`config.mk`:
```
export PLATFORM = sky130hd
export DESIGN_NAME = shared_match_pe_arbiter
export DESIGN_NICKNAME = d
export VERILOG_FILES = /design/src/rtl/shared_match_pe_arbiter_pkg.sv /design/src/rtl/shared_match_pe_arbiter_rr_arbiter.sv /design/src/rtl/shared_match_pe_arbiter.sv
export SDC_FILE = /design/constraint.sdc
export NUM_CORES = 1
export LEC_CHECK = 0
export CAP_MARGIN = 20
export CORE_AREA = 4 4 146 148
export CTS_BUF_LIST = sky130_fd_sc_hd__clkbuf_2
export DETAILED_ROUTE_END_ITERATION = 8
export DIE_AREA = 0 0 150 152
export PLACE_DENSITY = 0.75
export SETUP_SLACK_MARGIN = 0.05
export SLEW_MARGIN = 10
export SYNTH_ARGS = -nofsm -noshare
export SYNTH_HDL_FRONTEND = slang
export SYNTH_SLANG_ARGS = --single-unit
```
`constraint.sdc`:
```
create_clock -name clk -period 4.06 [get_ports clk]
set_input_delay 0.812 -clock clk [delete_from_list [all_inputs] [get_ports clk]]
set_output_delay 0.812 -clock clk [all_outputs]
set_load 0.1 [all_outputs]
```
`src/rtl/shared_match_pe_arbiter_pkg.sv`:
```
// Shared widths and tag pack/unpack helpers for the match-PE arbiter.
// A tag is {local_tag, pe_id}; pe_id is the zero-extended requester index.
package shared_match_pe_arbiter_pkg;

    localparam int ADDR_WIDTH      = 32;
    localparam int LAZY_LEN_LOG2   = 2;
    localparam int NUM_JOB_PE_LOG2 = 3;
    localparam int MATCH_LEN_WIDTH = 8;
    localparam int TAG_WIDTH       = NUM_JOB_PE_LOG2 + LAZY_LEN_LOG2;
    // Outstanding counters hold up to 15 in-flight requests.
    localparam int CNT_WIDTH       = 4;

    function automatic logic [TAG_WIDTH-1:0] pack_tag(
        input logic [LAZY_LEN_LOG2-1:0]   local_tag,
        input logic [NUM_JOB_PE_LOG2-1:0] pe_id
    );
        return {local_tag, pe_id};
    endfunction

    function automatic logic [LAZY_LEN_LOG2-1:0] tag_local(input logic [TAG_WIDTH-1:0] tag);
        return tag[TAG_WIDTH-1 -: LAZY_LEN_LOG2];
    endfunction

    function automatic logic [NUM_JOB_PE_LOG2-1:0] tag_pe_id(input logic [TAG_WIDTH-1:0] tag);
        return tag[NUM_JOB_PE_LOG2-1:0];
    endfunction

endpackage

```
`src/rtl/shared_match_pe_arbiter_rr_arbiter.sv`:
```
// Round-robin arbiter: grants the first eligible index at or after the pointer,
// and moves the pointer past the winner whenever advance is high and a grant exists.
module rr_arbiter #(
    parameter int NUM_REQ      = 4,
    parameter int NUM_REQ_LOG2 = 2
) (
    input  logic                    clk,
    input  logic                    rst,
    input  logic [NUM_REQ-1:0]      eligible,
    input  logic                    advance,
    output logic [NUM_REQ-1:0]      grant,
    output logic [NUM_REQ_LOG2-1:0] grant_idx,
    output logic                    grant_valid
);

    logic [NUM_REQ_LOG2-1:0] ptr;
    logic [NUM_REQ_LOG2-1:0] cand;

    // NUM_REQ is a power of two, so pointer arithmetic wraps naturally.
    always_comb begin
        grant       = '0;
        grant_idx   = '0;
        grant_valid = 1'b0;
        cand        = '0;
        for (int unsigned k = 0; k < NUM_REQ; k++) begin
            cand = ptr + NUM_REQ_LOG2'(k);
            if (!grant_valid && eligible[cand]) begin
                grant_valid = 1'b1;
                grant_idx   = cand;
            end
        end
        if (grant_valid) begin
            grant[grant_idx] = 1'b1;
        end
    end

    always_ff @(posedge clk) begin
        if (rst) begin
            ptr <= '0;
        end else if (advance && grant_valid) begin
            ptr <= grant_idx + NUM_REQ_LOG2'(1);
        end
    end

endmodule

```
`src/rtl/shared_match_pe_arbiter.sv`:
```
// Shares one match PE among NUM_REQ requesters: round-robin request mux with
// per-requester in-flight caps, and a zero-latency tag-routed response demux.
// Optional SHARED_MATCH_ARB_STATS_EN adds per-requester grant/stall counters.
import shared_match_pe_arbiter_pkg::*;

module shared_match_pe_arbiter #(
    parameter int NUM_REQ         = 4,
    parameter int NUM_REQ_LOG2    = 2,
    parameter int MAX_OUTSTANDING = 4
) (
    input  logic                               clk,
    input  logic                               rst,
    input  logic [NUM_REQ-1:0]                 req_valid,
    output logic [NUM_REQ-1:0]                 req_ready,
    input  logic [NUM_REQ*ADDR_WIDTH-1:0]      req_head_addr,
    input  logic [NUM_REQ*ADDR_WIDTH-1:0]      req_history_addr,
    input  logic [NUM_REQ*LAZY_LEN_LOG2-1:0]   req_local_tag,
    output logic                               match_req_valid,
    input  logic                               match_req_ready,
    output logic [ADDR_WIDTH-1:0]              match_req_head_addr,
    output logic [ADDR_WIDTH-1:0]              match_req_history_addr,
    output logic [TAG_WIDTH-1:0]               match_req_tag,
    input  logic                               match_resp_valid,
    output logic                               match_resp_ready,
    input  logic [TAG_WIDTH-1:0]               match_resp_tag,
    input  logic [MATCH_LEN_WIDTH-1:0]         match_resp_match_len,
    output logic [NUM_REQ-1:0]                 resp_valid,
    input  logic [NUM_REQ-1:0]                 resp_ready,
    output logic [LAZY_LEN_LOG2-1:0]           resp_local_tag,
    output logic [MATCH_LEN_WIDTH-1:0]         resp_match_len
`ifdef SHARED_MATCH_ARB_STATS_EN
    ,
    output logic [NUM_REQ*32-1:0]              stat_grant_cnt,
    output logic [NUM_REQ*32-1:0]              stat_stall_cnt
`endif
);

    logic                    load;
    logic                    grant_valid;
    logic [NUM_REQ-1:0]      eligible;
    logic [NUM_REQ-1:0]      grant;
    logic [NUM_REQ-1:0]      dec_vec;
    logic [NUM_REQ_LOG2-1:0] grant_idx;
    logic [NUM_REQ_LOG2-1:0] resp_id;
    logic                    resp_fire;
    logic [CNT_WIDTH-1:0]    cnt [NUM_REQ];

    always_comb begin
        eligible = '0;
        for (int unsigned i = 0; i < NUM_REQ; i++) begin
            eligible[i] = req_valid[i] && (cnt[i] < CNT_WIDTH'(MAX_OUTSTANDING));
        end
    end

    assign load      = !match_req_valid || match_req_ready;
    assign req_ready = load ? grant : '0;

    rr_arbiter #(
        .NUM_REQ      (NUM_REQ),
        .NUM_REQ_LOG2 (NUM_REQ_LOG2)
    ) u_rr_arbiter (
        .clk         (clk),
        .rst         (rst),
        .eligible    (eligible),
        .advance     (load),
        .grant       (grant),
        .grant_idx   (grant_idx),
        .grant_valid (grant_valid)
    );

    // Fields only move on a grant, so they stay stable while stalled.
    always_ff @(posedge clk) begin
        if (rst) begin
            match_req_valid        <= 1'b0;
            match_req_head_addr    <= '0;
            match_req_history_addr <= '0;
            match_req_tag          <= '0;
        end else if (load) begin
            match_req_valid <= grant_valid;
            if (grant_valid) begin
                match_req_head_addr    <= req_head_addr[grant_idx*ADDR_WIDTH +: ADDR_WIDTH];
                match_req_history_addr <= req_history_addr[grant_idx*ADDR_WIDTH +: ADDR_WIDTH];
                match_req_tag          <= pack_tag(req_local_tag[grant_idx*LAZY_LEN_LOG2 +: LAZY_LEN_LOG2],
                                                   NUM_JOB_PE_LOG2'(grant_idx));
            end
        end
    end

    assign resp_id          = match_resp_tag[NUM_REQ_LOG2-1:0];
    assign resp_local_tag   = tag_local(match_resp_tag);
    assign resp_match_len   = match_resp_match_len;
    assign match_resp_ready = resp_ready[resp_id];
    assign resp_fire        = match_resp_valid && match_resp_ready;

    always_comb begin
        resp_valid          = '0;
        resp_valid[resp_id] = match_resp_valid;
        dec_vec             = '0;
        dec_vec[resp_id]    = resp_fire;
    end

    always_ff @(posedge clk) begin
        if (rst) begin
            for (int unsigned i = 0; i < NUM_REQ; i++) begin
                cnt[i] <= '0;
            end
        end else begin
            for (int unsigned i = 0; i < NUM_REQ; i++) begin
                if (req_ready[i] && !dec_vec[i]) begin
                    cnt[i] <= cnt[i] + CNT_WIDTH'(1);
                end else if (!req_ready[i] && dec_vec[i]) begin
                    cnt[i] <= cnt[i] - CNT_WIDTH'(1);
                end
            end
        end
    end

`ifndef SYNTHESIS
    always_ff @(posedge clk) begin
        if (!rst && match_resp_valid) begin
            assert (int'(tag_pe_id(match_resp_tag)) < NUM_REQ)
                else $fatal(1, "match response for nonexistent requester id %0d", tag_pe_id(match_resp_tag));
            if (match_resp_ready) begin
                assert (cnt[resp_id] != '0)
                    else $fatal(1, "match response for requester %0d with nothing in flight", resp_id);
            end
        end
    end
`endif

`ifdef SHARED_MATCH_ARB_STATS_EN
    always_ff @(posedge clk) begin
        if (rst) begin
            stat_grant_cnt <= '0;
            stat_stall_cnt <= '0;
        end else begin
            for (int unsigned i = 0; i < NUM_REQ; i++) begin
                if (req_ready[i]) begin
                    stat_grant_cnt[i*32 +: 32] <= stat_grant_cnt[i*32 +: 32] + 32'd1;
                end
                if (req_valid[i] && !req_ready[i]) begin
                    stat_stall_cnt[i*32 +: 32] <= stat_stall_cnt[i*32 +: 32] + 32'd1;
                end
            end
        end
    end
`endif

endmodule

```
Yosys cells after proc, flatten, opt, wreduce, memory -nomap -nowiden
Memories as Yosys holds them, arrays and structs flattened.
Index checks and enable logic that the tools add are counted.
{ "totals": {"regBits": 71, "word_cells": 138, "mem_count": 1, "latch_bits": 0, "mem_bits_rw": 16, "rom_bits": 0} }
{ "mem_list": {"columns": ["memory", "depth", "word_bits", "read_ports", "rd_ports_with_merged_regs", "wr", "line_no", "text"], "rows": [
  ["cnt", 4, 4, 4, 0, 4, "shared_match_pe_arbiter.sv:46", "logic [CNT_WIDTH-1:0] cnt [NUM_REQ];"]
]} }
{ "op_classes": {"add_sub_neg": 12, "n_eq_ne": 0, "reduce_logical": 33, "shift": 3, "multipliers": 0, "mux": 62, "n_lt_le_gt_ge": 12, "bitwise": 10, "div": 0} }
{ "op_table": {"columns": ["operator", "n"], "rows": [
  ["$shiftx A128 B8 Y32", 2],
  ["$mux W1", 41],
  ["$mux W4", 10],
  ["$logic_and A1 B1 Y1", 19],
  ["$lt A2 B3 Y1 const B", 6],
  ["$add A4 B1 Y4 const B", 4],
  ["$lt A4 B3 Y1 const B", 4],
  ["$sub A4 B1 Y4 const B", 4],
  ["$logic_not A1 Y1", 12],
  ["$bmux W1 S2", 5],
  ["$and A4 B4 Y4", 2],
  ["$mux W2", 4],
  ["$or A1 B1 Y1", 8],
  ["$shiftx A8 B4 Y2", 1],
  ["$add A2 B1 Y2 const B", 2],
  ["$add A2 B2 Y2 const B", 2],
  ["$demux W1 S2", 2],
  ["$ge A2 B1 Y1 const B", 2],
  ["$reduce_and A2 Y1", 1],
  ["$logic_or A1 B1 Y1", 1]
]} }

Longest topological paths before layout
Gate-level depths: netlist of the first run.
An unclocked memory read counts as a cell.
{ "depth": {"depth_word": 28, "ltp_mapped": 13} }

By module
A second synthesis of the first run with hierarchy kept.
{ "hier_totals": {"cells_unflattened": 553, "area_unflattened_um2": 5625.4} }
{ "modules_own_cells": {"columns": ["module", "seq_area_each_um2", "area_each_um2", "n_inst", "cells_per_inst"], "rows": [
  ["shared_match_pe_arbiter", 1861.8, 5363.9, 1, 522],
  ["rr_arbiter", 40.0, 261.5, 1, 31]
]} }

Worst setup path before layout of the first run
No wires, ideal clock.
{ "synth_timing": {"path_kind": "input-to-reg", "start": "input port match_resp_tag[0]", "end": "memory cnt[0][3], data pin", "path_stages": 10, "arrival_time_ns": 5.164, "slack_ns": -1.256, "n_path_buf": 0, "path_cell_list": "nor3b_1 nand2_1 a31o_2 nor2_1 ha_1 a21o_1 a21oi_1 xor2_1 or3b_2 mux2i_1"} }
{ "synth_rtl": {"columns": ["element", "line_no", "text"], "rows": [
  ["start, declared", "shared_match_pe_arbiter.sv:25", "input logic [TAG_WIDTH-1:0] match_resp_tag,"],
  ["end, declared", "shared_match_pe_arbiter.sv:46", null]
]} }

Final worst setup path of the first run
{ "layout_timing": {"start": "input port req_valid[3]", "end": "output port req_ready[3]"} }
{ "layout_via": {"elab_chain_cells": 19, "elab_cells_between_ends": 30, "cone_classes": "order compare: 2; mux: 20; reduce/logical: 8"} }
{ "layout_lines": {"columns": ["element", "line_no", "text"], "rows": [
  ["start, declared", "shared_match_pe_arbiter.sv:13", "input logic [NUM_REQ-1:0] req_valid,"],
  ["$logic_and A1 B1 Y1 (*)", "shared_match_pe_arbiter.sv:51", "eligible[i] = req_valid[i] && (cnt[i] < CNT_WIDTH'(MAX_OUTSTANDING));"],
  ["$bmux W1 S2", "shared_match_pe_arbiter_rr_arbiter.sv:27", "if (!grant_valid && eligible[cand]) begin"],
  ["$mux W1 (implied by the code)", "shared_match_pe_arbiter_rr_arbiter.sv:27", null],
  ["$mux W1", "shared_match_pe_arbiter_rr_arbiter.sv:27", null],
  ["$logic_not A1 Y1", "shared_match_pe_arbiter_rr_arbiter.sv:27", null],
  ["$logic_and A1 B1 Y1", "shared_match_pe_arbiter_rr_arbiter.sv:27", null],
  ["$mux W1", "shared_match_pe_arbiter_rr_arbiter.sv:27", null],
  ["$logic_not A1 Y1", "shared_match_pe_arbiter_rr_arbiter.sv:27", null],
  ["(+3 left out)", null, null],
  ["$logic_and A1 B1 Y1", "shared_match_pe_arbiter_rr_arbiter.sv:27", null],
  ["$mux W2", "shared_match_pe_arbiter_rr_arbiter.sv:27", null],
  ["$lt A2 B3 Y1 (implied by the code) / $ge A2 B1 Y1 (equally long branches)", "shared_match_pe_arbiter_rr_arbiter.sv:33", "grant[grant_idx] = 1'b1;"],
  ["$logic_and A1 B1 Y1 (implied by the code)", "shared_match_pe_arbiter_rr_arbiter.sv:33", null],
  ["$mux W1 (implied by the code)", "shared_match_pe_arbiter_rr_arbiter.sv:33", null],
  ["$demux W1 S2", null, null],
  ["$mux W4 (*)", "shared_match_pe_arbiter_rr_arbiter.sv:32", "if (grant_valid) begin"],
  ["$mux W4 (*)", "shared_match_pe_arbiter.sv:56", "assign req_ready = load ? grant : '0;"],
  ["end, declared", "shared_match_pe_arbiter.sv:14", "output logic [NUM_REQ-1:0] req_ready,"]
]} }
Every way passes the cells marked *; elsewhere a longest branch is shown, timed or not. The select of a mux whose other input is x is not followed.

==> results of run 1 <==
==> sequential cells by signal (all words and copies together), names as in the netlist <==
| name | flops |
|---|---|
| match_req_head_addr | 32 |
| match_req_history_addr | 32 |
| cnt | 16 |
| match_req_tag | 4 |
| u_rr_arbiter.ptr | 2 |
| match_req_valid | 1 |
==> metal layers <==
layer  global-route usage [%]  share of wire, %  routed length (microns)  vias to the layer above
met2                    42.00                50                    15010                      391
met5                        0                 0                        0                        -
met1                    30.67                39                    11680                     4045
met4                    9.455               3.3                      980                        0
met3                    5.183               8.0                     2417                       65
li1                         -                 -                        -                     3759
==> power by group through the flow <==
stage	registers (mW)	clock network [mW]	logic [mW]
after global placement	1.21	0	3.31
after detailed placement	1.21	0	3.35
after global routing	1.22	0.596	3.50
final	1.19	0.540	3.35
after floorplan	2.35	0	1.28
after CTS	1.19	0.561	3.36
==> worst paths after layout <==
kind	start	to	slack, ns	depth (start not counted)
worst max-delay path	req_valid[3]	req_ready[3]	0.22	7
worst min-delay path	match_req_tag[1]$_SDFFE_PP0P_	match_req_tag[1]$_SDFFE_PP0P_	0.50	2
worst max register to register	cnt[2][2]$_SDFFCE_PN0P_	cnt[0][3]$_SDFFCE_PN0P_	0.86	11
worst min register to register	match_req_tag[1]$_SDFFE_PP0P_	match_req_tag[1]$_SDFFE_PP0P_	0.50	2
==> Yosys cell counts (all sizes together) (2+ instances only) <==
library cell  number  area share, %
clkbuf            43            2.2
nor3               4           0.41
or3b               2           0.24
mux2i              5           0.68
a221o             66            8.9
and3               2           0.17
fa                 3           0.81
xnor2              2           0.24
buf               59            5.0
nand4              2           0.25
nor4b              2           0.24
o21ai             67            4.5
or2                3           0.25
a21o               7           0.71
nor3b              5           0.95
ha                 8            1.4
and2               2           0.17
nand2b             4           0.37
nor2              16            1.0
xor2               5           0.59
a22oi             66            6.7
or3                2           0.17
a211oi            77            8.3
a31oi              2           0.17
mux2             132             20
nand3b             6           0.61
nand2             11           0.56
a21oi              8           0.69
nand3             70            4.8
dfxtp             71             19
inv                8           0.41
edfxtp            16            6.5
or4b               2           0.27
==> critical path: stages <==
cell,delay (ns)
clkdlybuf4s50_1,0.53
nor3b_4,0.38
nand3b_1,0.22
nand3_4,0.12
buf_4,0.27
nor3_2,0.45
buf_12,0.24
==> logic make-up after synthesis <==
| logic type | count (synthesis) |
|---|---|
| muxes | 138 |
| buffers and inverters | 110 |
| other | 1 |
| AOI/OAI and AO/OA | 301 |
| DFF | 87 |
| adders and majority gates | 11 |
| xor gates and xnor gates | 7 |
| and+or+nand+nor | 138 |
==> area by class of cell <==
type | instances | area, sq um
Fill cell | 1823 | 8763
Multi-Input combinational cell | 596 | 5000
Timing Repair Buffer | 388 | 3866
Sequential cell | 87 | 1902
Tap cell | 270 | 337.8
Clock inverter | 6 | 85.08
Clock buffer | 10 | 50.05
Inverter | 8 | 30.03
Antenna cell | 2 | 5.005
==> per-stage QoR <==
| step | setup WS [ns] | TNS (ns) | utilization, % |
|---|---|---|---|
| finish | 0.2234 | 0 | 56.27 |
| global route | 0.08773 | 0 | 56.27 |
| CTS | 0.2201 | 0 | 56.24 |
| detailed placement | 0.1031 | 0 | 55.57 |
| global placement | 0.1501 | 0 | 55.57 |
| floorplan | -0.07325 | -0.07325 | - |
==> impl_metrics.py, run 1 <==
metrics = {
    "outcome": {
        "status": "completed",
    },
    "power_and_ir_drop": {
        "seq_power_share_pct": 23.5,
        "power.internal_mw": 2.441,
        "irDropWorstVdd_mv": 0.3373,
        "p_sw_mw": 2.642,
        "swShare_pct": 51.98,
        "finalPower_mw": 5.083,
        "p_clk_share_pct": 10.6,
        "pwr_density_cell_nw_per_um2": 450.8,
        "combPwrFrac_pct": 65.9,
        "power_leakage_nw": 3.939,
    },
    "route": {
        "drc": 0,
        "drtAntennaViolNets": 0,
        "wl_per_cell_microns": 22.01,
        "viasPerCell": 6.042,
        "drt_wl_total_microns": 30080,
        "drt_iter0_drc": 606,
        "dr.pass1.iters": 7,
        "vias": 8260,
    },
    "logic_synthesis": {
        "synth_ff_type": "dfxtp_1",
        "syn_area_per_cell_sq_um": 9.323,
        "netlist_instances": 793,
        "synth_edf_count": 16,
        "seq_area_frac_synth_pct": 25.72,
        "synth_nets": 1093,
        "synthArstFlopShare_pct": 0,
        "synth_xor_area_share_pct": 0.8292,
        "synth_mux_area_share_pct": 21.09,
        "synthAdderAreaFrac_pct": 2.166,
        "yosys_register_bits": 87,
        "synth.distinct_cells": 64,
        "syn_area_sq_um": 7393,
        "yosys_warnings": 0,
        "synth_compound_area_share_pct": 31.39,
        "synthSimpleGateAreaFrac_pct": 11.15,
        "synth_top_family_by_area": "compound AO/OA/AOI/OAI gates",
    },
    "die": {
        "start_util_pct": 36.89,
        "dieArea_sq_um": 22800,
        "placementRows": 52,
        "dieHeight_microns": 152,
        "die_w_microns": 150,
        "ios": 378,
        "core_area_sq_um": 20040,
    },
    "timing": {
        "holdWs_ns": 0.4991,
        "final-max-slew-violation-count": 0,
        "fin_worst_skew_ns": 0.04712,
        "maxSlewHeadroom_pct": 29.03,
        "min_period_over_period_pct": 94.50,
        "finalSetupViolCount": 0,
        "rsz0062_at_grt": "false",
        "fin_crit_ns": 3.837,
        "worst_slew_pin_slew_ns": 1.061,
        "fmax_mhz": 260.6,
        "hold_viol": 0,
    },
    "finish": {
        "stdcell_area_sq_um": 11280,
        "final_cells": 1367,
        "layout_commonest_cell": "clkdlybuf4s50_1",
        "drive_gt1_share_pct": 18.17,
        "areaGrowthSynthToFinish_pct": 52.51,
        "final_cell_mix": "clkdlybuf4s50_1, mux2_2, dfxtp_1, a211oi_1, nand3_1",
        "finalNetCount": 1390,
    },
    "place": {
        "dpl.cell_count": 1349,
        "place_area_sq_um": 11140,
        "io_buffers": 355,
        "hpwl_microns": 21650,
        "place.gp.congestion": 0.8556,
    },
    "setup_path": {
        "crit_path_end_kind": "primary output",
        "crit_type": "in -> out",
        "worstPathArrival_ns": 3.02,
        "cp.required_ns": 3.25,
        "start_kind": "primary input",
        "critPathMaxFanout": 30,
    },
    "grt": {
        "grt_pass1_vias": 8055,
        "antenna_found_initial": 2,
        "grt_use_total_pct": 24.77,
        "grt_pass1_wl_microns": 45480,
        "grt_start_max_net_pins": 68,
        "grt_overflow": 0,
    },
    "cts": {
        "cts.repair.resized": 0,
        "clockBufferDepth": 2,
        "numCtsBuffers": 9,
        "clk_pin_slew_ns": 0.28,
        "htreeDepth": 3,
        "cts-root-buf": "clkbuf_2",
        "insertion_delay_ns": 0.59,
        "cts_tree": "done",
        "cts-hold-fix-buffers": 0,
        "cts_setup_buffers": 0,
        "clock_sinks": 87,
    },
    "worst_hold_path": {
        "hp-class": "reg -> reg",
    },
    "job": {
        "maxCapViolCount": 0,
    },
}
(Power assumes the default switching activity.)
==> run 2, diff against run 1 <==
--- a/config.mk
+++ b/config.mk
@@ -10,6 +10,7 @@
 export CTS_BUF_LIST = sky130_fd_sc_hd__clkbuf_2
 export DETAILED_ROUTE_END_ITERATION = 8
 export DIE_AREA = 0 0 150 152
+export HOLD_SLACK_MARGIN = 0.05
 export PLACE_DENSITY = 0.75
 export SETUP_SLACK_MARGIN = 0.05
 export SLEW_MARGIN = 10
==> constraint.sdc (replaced) <==
create_clock -name clk -period 3.9 [get_ports clk]
set_input_delay 0.78 -clock clk [delete_from_list [all_inputs] [get_ports clk]]
set_output_delay 0.78 -clock clk [all_outputs]
set_load 0.1 [all_outputs]
==> impl_metrics.py, run 2 (synthesized netlist as in run 1, its figures left out) <==
metrics = {
    "outcome": {
        "status": "completed",
    },
    "finish": {
        "layout_commonest_cell": "clkdlybuf4s50_1",
        "largestRegisters": "match_req_head_addr: 32 flops, match_req_history_addr: 32 flops, cnt: 16 flops",
        "final_cell_mix": "clkdlybuf4s50_1, mux2_2, dfxtp_1, a211oi_1, nand3_1",
        "finalNetCount": 1399,
        "drive_gt1_share_pct": 19.11,
        "areaGrowthSynthToFinish_pct": 54.12,
    },
    "cts": {
        "cts.repair.resized": 0,
        "insertion_delay_ns": 0.60,
        "cts_setup_buffers": 0,
        "cts-root-buf": "clkbuf_2",
        "cts_tree": "done",
        "htreeDepth": 3,
        "clk_pin_slew_ns": 0.25,
        "numCtsBuffers": 9,
        "clockBufferDepth": 2,
        "cts-hold-fix-buffers": 0,
        "clock_sinks": 87,
    },
    "setup_path": {
        "slowest_stage": "clkdlybuf4s50_1",
        "worstPathArrival_ns": 2.91,
        "crit_type": "in -> out",
        "r2r_start": "cnt[2][2]$_SDFFCE_PN0P_",
        "critPathMaxFanout": 5,
        "crit_family": "buffers and inverters",
        "cp_cell_sequence": "clkdlybuf4s50_1 -> nor3b_4 -> buf_4 -> nor2_4 -> a21o_1 -> buf_4 -> nor3_2 -> buf_12",
        "crit_buf_inv": 4,
        "crit_path_frequent_cell": "buf_4",
        "start_kind": "primary input",
        "cp.required_ns": 3.12,
        "rr_endpoint": "cnt[0][3]$_SDFFCE_PN0P_",
        "critPathMaxStageDelay_ns": 0.53,
        "crit_path_end_kind": "primary output",
        "cp-startpoint": "req_valid[3]",
        "rrSetupSlack_ns": 0.80,
        "reg2reg_depth": 11,
    },
    "timing": {
        "final-max-slew-violation-count": 0,
        "maxSlewHeadroom_pct": 28.82,
        "fin_worst_skew_ns": 0.03241,
        "holdWs_ns": 0.4998,
        "rsz0062_at_grt": "false",
        "fmax_mhz": 270.7,
        "fin_crit_ns": 3.694,
        "finalSetupViolCount": 0,
        "worst_slack_ns": 0.2062,
        "min_period_over_period_pct": 94.71,
        "worst_slew_pin_slew_ns": 1.064,
        "setup_tns_ns": 0,
        "hold_viol": 0,
    },
    "die": {
        "start_util_pct": 36.89,
        "core_area_sq_um": 20040,
        "dieArea_sq_um": 22800,
        "placementRows": 52,
        "dieHeight_microns": 152,
        "die_w_microns": 150,
        "ios": 378,
    },
    "power_and_ir_drop": {
        "pwr_density_cell_nw_per_um2": 474.3,
        "power_leakage_nw": 4.002,
        "finalPower_mw": 5.405,
        "irDropWorstVdd_mv": 0.2799,
    },
    "worst_hold_path": {
        "min_to": "match_req_tag[1]$_SDFFE_PP0P_",
        "hp-class": "reg -> reg",
        "min_from": "match_req_tag[1]$_SDFFE_PP0P_",
        "hold_depth": 2,
    },
    "route": {
        "dr.pass1.iters": 6,
        "drc": 0,
        "viasPerCell": 5.992,
        "vias": 8245,
        "drt_iter0_drc": 636,
        "drtAntennaViolNets": 0,
        "wl_per_cell_microns": 22.17,
        "drt_wl_total_microns": 30510,
    },
    "place": {
        "dp_slack_ns": 0.09785,
        "hpwl_microns": 22190,
        "place.gp.congestion": 0.8398,
        "io_buffers": 355,
    },
    "grt": {
        "grt_use_total_pct": 25.02,
        "grt_pass1_wl_microns": 45800,
        "grt_pass1_vias": 8165,
        "grt_start_max_net_pins": 68,
        "antenna_found_initial": 1,
        "grt_overflow": 0,
    },
    "job": {
        "maxCapViolCount": 0,
    },
}
-- run 2: cell types whose count changed in the layout (fill, tap and decap cells not counted), sizes merged --
| cell | delta |
|---|---|
| clkinv | +1 |
| clkinvlp | -1 |
| inv | -1 |
| buf | +9 |
| bufinv | +1 |
-- run 2: worst min-delay path, stage by stage, from the launching register on --
cell and delay, ns:
dfxtp_1 0.38, nand2_1 0.06, a21oi_1 0.06
-- run 2: area by class of cell --
class                      count  area, sq um
clock buffer                  10        50.05
fill                        1814         8645
clock inverter                 6        108.9
multi-input combinational    596         5007
sequential                    87         1902
tap                          270        337.8
timing repair buffer         397         3954
inverter                       8        30.03
antenna                        2        5.005
-- run 2: metrics by stage --
stage	instance area, sq um	util, %	cells
6_report	11390	56.86	1376
5_1_grt	11390	56.86	1376
4_1_cts	11360	56.70	1373
3_5_place_dp	11200	55.91	1357
3_3_place_gp	11200	55.91	1357
2_1_floorplan	7411	-	793
-- run 2: worst max path at each step --
stage | end | slack (ns) | depth (start not counted)
global placement | cnt[0][3]$_SDFFCE_PN0P_ | 0.14 | 13
global route | req_ready[3] | 0.1 | 8
detailed placement | cnt[0][3]$_SDFFCE_PN0P_ | 0.1 | 13
finish | req_ready[3] | 0.21 | 8
CTS | req_ready[3] | 0.20 | 8
floorplan | cnt[0][3]$_SDFFCE_PN0P_ | -0.20 | 10
-- run 2: metal layers --
metal / track usage (%) / share of wire (%)
met1: 30.80 / 40
met2: 42.68 / 49
met3: 4.230 / 7.4
met4: 10.94 / 3.6
met5: 0 / 0
-- run 2: report_power, final --
part / switching (mW) / total, mW / internal (mW)
clock network: 0.357 / 0.634 / 0.278
logic: 2.28 / 3.51 / 1.23
registers: 0.141 / 1.26 / 1.12
total: 2.78 / 5.40 / 2.63
==> run 3, diff against run 2 <==
--- a/config.mk
+++ b/config.mk
@@ -6,12 +6,12 @@
 export NUM_CORES = 1
 export LEC_CHECK = 0
 export CAP_MARGIN = 20
-export CORE_AREA = 4 4 146 148
+export CORE_AREA = 2 2 148 150
 export CTS_BUF_LIST = sky130_fd_sc_hd__clkbuf_2
 export DETAILED_ROUTE_END_ITERATION = 8
 export DIE_AREA = 0 0 150 152
 export HOLD_SLACK_MARGIN = 0.05
-export PLACE_DENSITY = 0.75
+export PLACE_DENSITY = 0.72
 export SETUP_SLACK_MARGIN = 0.05
 export SLEW_MARGIN = 10
 export SYNTH_ARGS = -nofsm -noshare
==> impl_metrics.py, run 3 (synthesized netlist as in run 1, its figures left out) <==
metrics = {
    "outcome": {
        "status": "completed",
    },
    "setup_path": {
        "crit_buf_inv": 3,
        "slowest_stage": "clkdlybuf4s50_1",
        "crit_path_end_kind": "primary output",
        "cp.required_ns": 3.12,
        "critPathMaxFanout": 36,
        "critPathMaxStageDelay_ns": 0.48,
        "rr_endpoint": "cnt[0][3]$_SDFFCE_PN0P_",
        "worstPathArrival_ns": 2.93,
        "reg2reg_depth": 12,
        "rrSetupSlack_ns": 0.69,
        "cp_cell_sequence": "clkdlybuf4s50_1 -> nor3b_4 -> nand3b_1 -> nand3_4 -> buf_4 -> nor3_2 -> buf_12",
        "path_depth": 7,
        "r2r_start": "cnt[3][2]$_DFFE_PP_",
        "crit_family": "simple AND/OR/NAND/NOR gates",
        "crit_type": "in -> out",
        "cp-startpoint": "req_valid[3]",
        "setup.worst_path.end": "req_ready[1]",
        "start_kind": "primary input",
    },
    "finish": {
        "areaGrowthSynthToFinish_pct": 53.34,
        "largestRegisters": "match_req_head_addr: 32 flops, match_req_history_addr: 32 flops, cnt: 16 flops",
        "post-route-util_pct": 53.10,
        "fill_cells": 1991,
        "layout_commonest_cell": "clkdlybuf4s50_1",
        "final_cell_mix": "clkdlybuf4s50_1, mux2_2, dfxtp_1, a211oi_1, nand3_1",
        "finalNetCount": 1395,
        "drive_gt1_share_pct": 18.82,
        "stdcell_area_sq_um": 11340,
        "final_cells": 1382,
    },
    "cts": {
        "cts_tree": "done",
        "htreeDepth": 3,
        "cts_setup_buffers": 0,
        "clock_sinks": 87,
        "cts.repair.resized": 0,
        "clk_pin_slew_ns": 0.27,
        "clockBufferDepth": 2,
        "cts-root-buf": "clkbuf_2",
        "insertion_delay_ns": 0.58,
        "cts-hold-fix-buffers": 0,
        "numCtsBuffers": 9,
    },
    "die": {
        "die_w_microns": 150,
        "start_util_pct": 34.63,
        "dieHeight_microns": 152,
        "core_area_sq_um": 21350,
        "placementRows": 54,
        "ios": 378,
        "dieArea_sq_um": 22800,
    },
    "worst_hold_path": {
        "hp-class": "reg -> reg",
    },
    "timing": {
        "worst_slack_ns": 0.1885,
        "holdWs_ns": 0.4925,
        "fin_crit_ns": 3.711,
        "maxSlewHeadroom_pct": 28.23,
        "fin_worst_skew_ns": 0.04761,
        "finalSetupViolCount": 0,
        "fmax_mhz": 269.4,
        "rsz0062_at_grt": "false",
        "worst_slew_pin_slew_ns": 1.073,
        "hold_viol": 0,
        "final-max-slew-violation-count": 0,
        "min_period_over_period_pct": 95.17,
    },
    "power_and_ir_drop": {
        "p_sw_mw": 2.767,
        "swShare_pct": 52.56,
        "seq_power_share_pct": 23.8,
        "irDropWorstVdd_mv": 0.2885,
        "power.internal_mw": 2.497,
        "pwr_density_cell_nw_per_um2": 464.3,
        "power_leakage_nw": 3.956,
        "p_clk_share_pct": 9.7,
        "combPwrFrac_pct": 66.5,
    },
    "route": {
        "dr.pass1.iters": 7,
        "vias": 8102,
        "drt_iter0_drc": 490,
        "drc": 0,
        "wl_per_cell_microns": 20.89,
        "drt_wl_total_microns": 28870,
        "viasPerCell": 5.863,
        "drtAntennaViolNets": 0,
    },
    "grt": {
        "grt_overflow": 0,
        "grt_start_max_net_pins": 68,
        "grt_pass1_wl_microns": 44990,
        "antenna_found_initial": 2,
        "grt_pass1_vias": 8008,
        "grt_use_total_pct": 24.57,
    },
    "place": {
        "place.gp.congestion": 0.8130,
        "dp_slack_ns": 0.01562,
        "io_buffers": 355,
        "hpwl_microns": 20500,
        "place_area_sq_um": 11220,
        "dpl.cell_count": 1364,
    },
    "job": {
        "maxCapViolCount": 0,
    },
}
## run 3: worst min path at each step
| stage | startpoint | end | slack, ns | depth (start not counted) |
|---|---|---|---|---|
| 3_3_place_gp | match_req_tag[1]$_SDFFE_PP0P_ | match_req_tag[1]$_SDFFE_PP0P_ | 0.47 | 2 |
| 5_1_grt | match_req_tag[1]$_SDFFE_PP0P_ | match_req_tag[1]$_SDFFE_PP0P_ | 0.54 | 2 |
| 2_1_floorplan | u_rr_arbiter.ptr[0]$_SDFFE_PP0P_ | u_rr_arbiter.ptr[0]$_SDFFE_PP0P_ | 0.50 | 2 |
| 4_1_cts | match_req_tag[1]$_SDFFE_PP0P_ | match_req_tag[1]$_SDFFE_PP0P_ | 0.49 | 2 |
| 3_5_place_dp | match_req_tag[1]$_SDFFE_PP0P_ | match_req_tag[1]$_SDFFE_PP0P_ | 0.46 | 2 |
| 6_report | match_req_tag[1]$_SDFFE_PP0P_ | match_req_tag[1]$_SDFFE_PP0P_ | 0.49 | 2 |
## run 3: through the flow
stage | setup TNS, ns | total power [mW]
final | 0 | 5.264
after global routing | 0 | 5.506
after CTS | 0 | 5.296
after detailed placement | 0 | 4.768
after global placement | 0 | 4.734
after floorplan | -0.2012 | 3.776
## run 3: worst register-to-register path: stages (launching register included)
cell	delay (ns)
edfxtp_1	0.57
nor3b_4	0.45
buf_4	0.20
nor2_4	0.05
a21o_1	0.19
a31o_2	0.21
nor2_1	0.15
ha_1	0.25
a21o_1	0.15
a21oi_1	0.17
xor2_1	0.10
or3b_2	0.45
mux2i_1	0.15
## run 3: routing by layer
| layer | vias up | track usage, % | share of wire, % |
|---|---|---|---|
| met5 | - | 0 | 0 |
| met4 | 0 | 8.805 | 2.8 |
| met2 | 390 | 41.51 | 49 |
| li1 | 3767 | - | - |
| met1 | 3892 | 31.47 | 41 |
| met3 | 53 | 3.934 | 7.7 |
## run 3: power by group through the flow
stage | combinational, mW | sequential, mW | clock [mW]
floorplan | 1.33 | 2.44 | 0
global placement | 3.47 | 1.26 | 0
detailed placement | 3.50 | 1.27 | 0
CTS | 3.51 | 1.25 | 0.536
global route | 3.67 | 1.28 | 0.561
finish | 3.50 | 1.25 | 0.512
## run 3: layout make-up
type                            instances  area, sq um  area share [%]
Multi-Input combinational cell        596         5007           44.17
Timing Repair Buffer                  393         3929           34.65
Sequential cell                        87         1902           16.78
Tap cell                              280        350.3           3.090
Clock inverter                          5        58.81          0.5187
Clock buffer                           11        55.05          0.4856
Inverter                                8        30.03          0.2649
Antenna cell                            2        5.005         0.04415
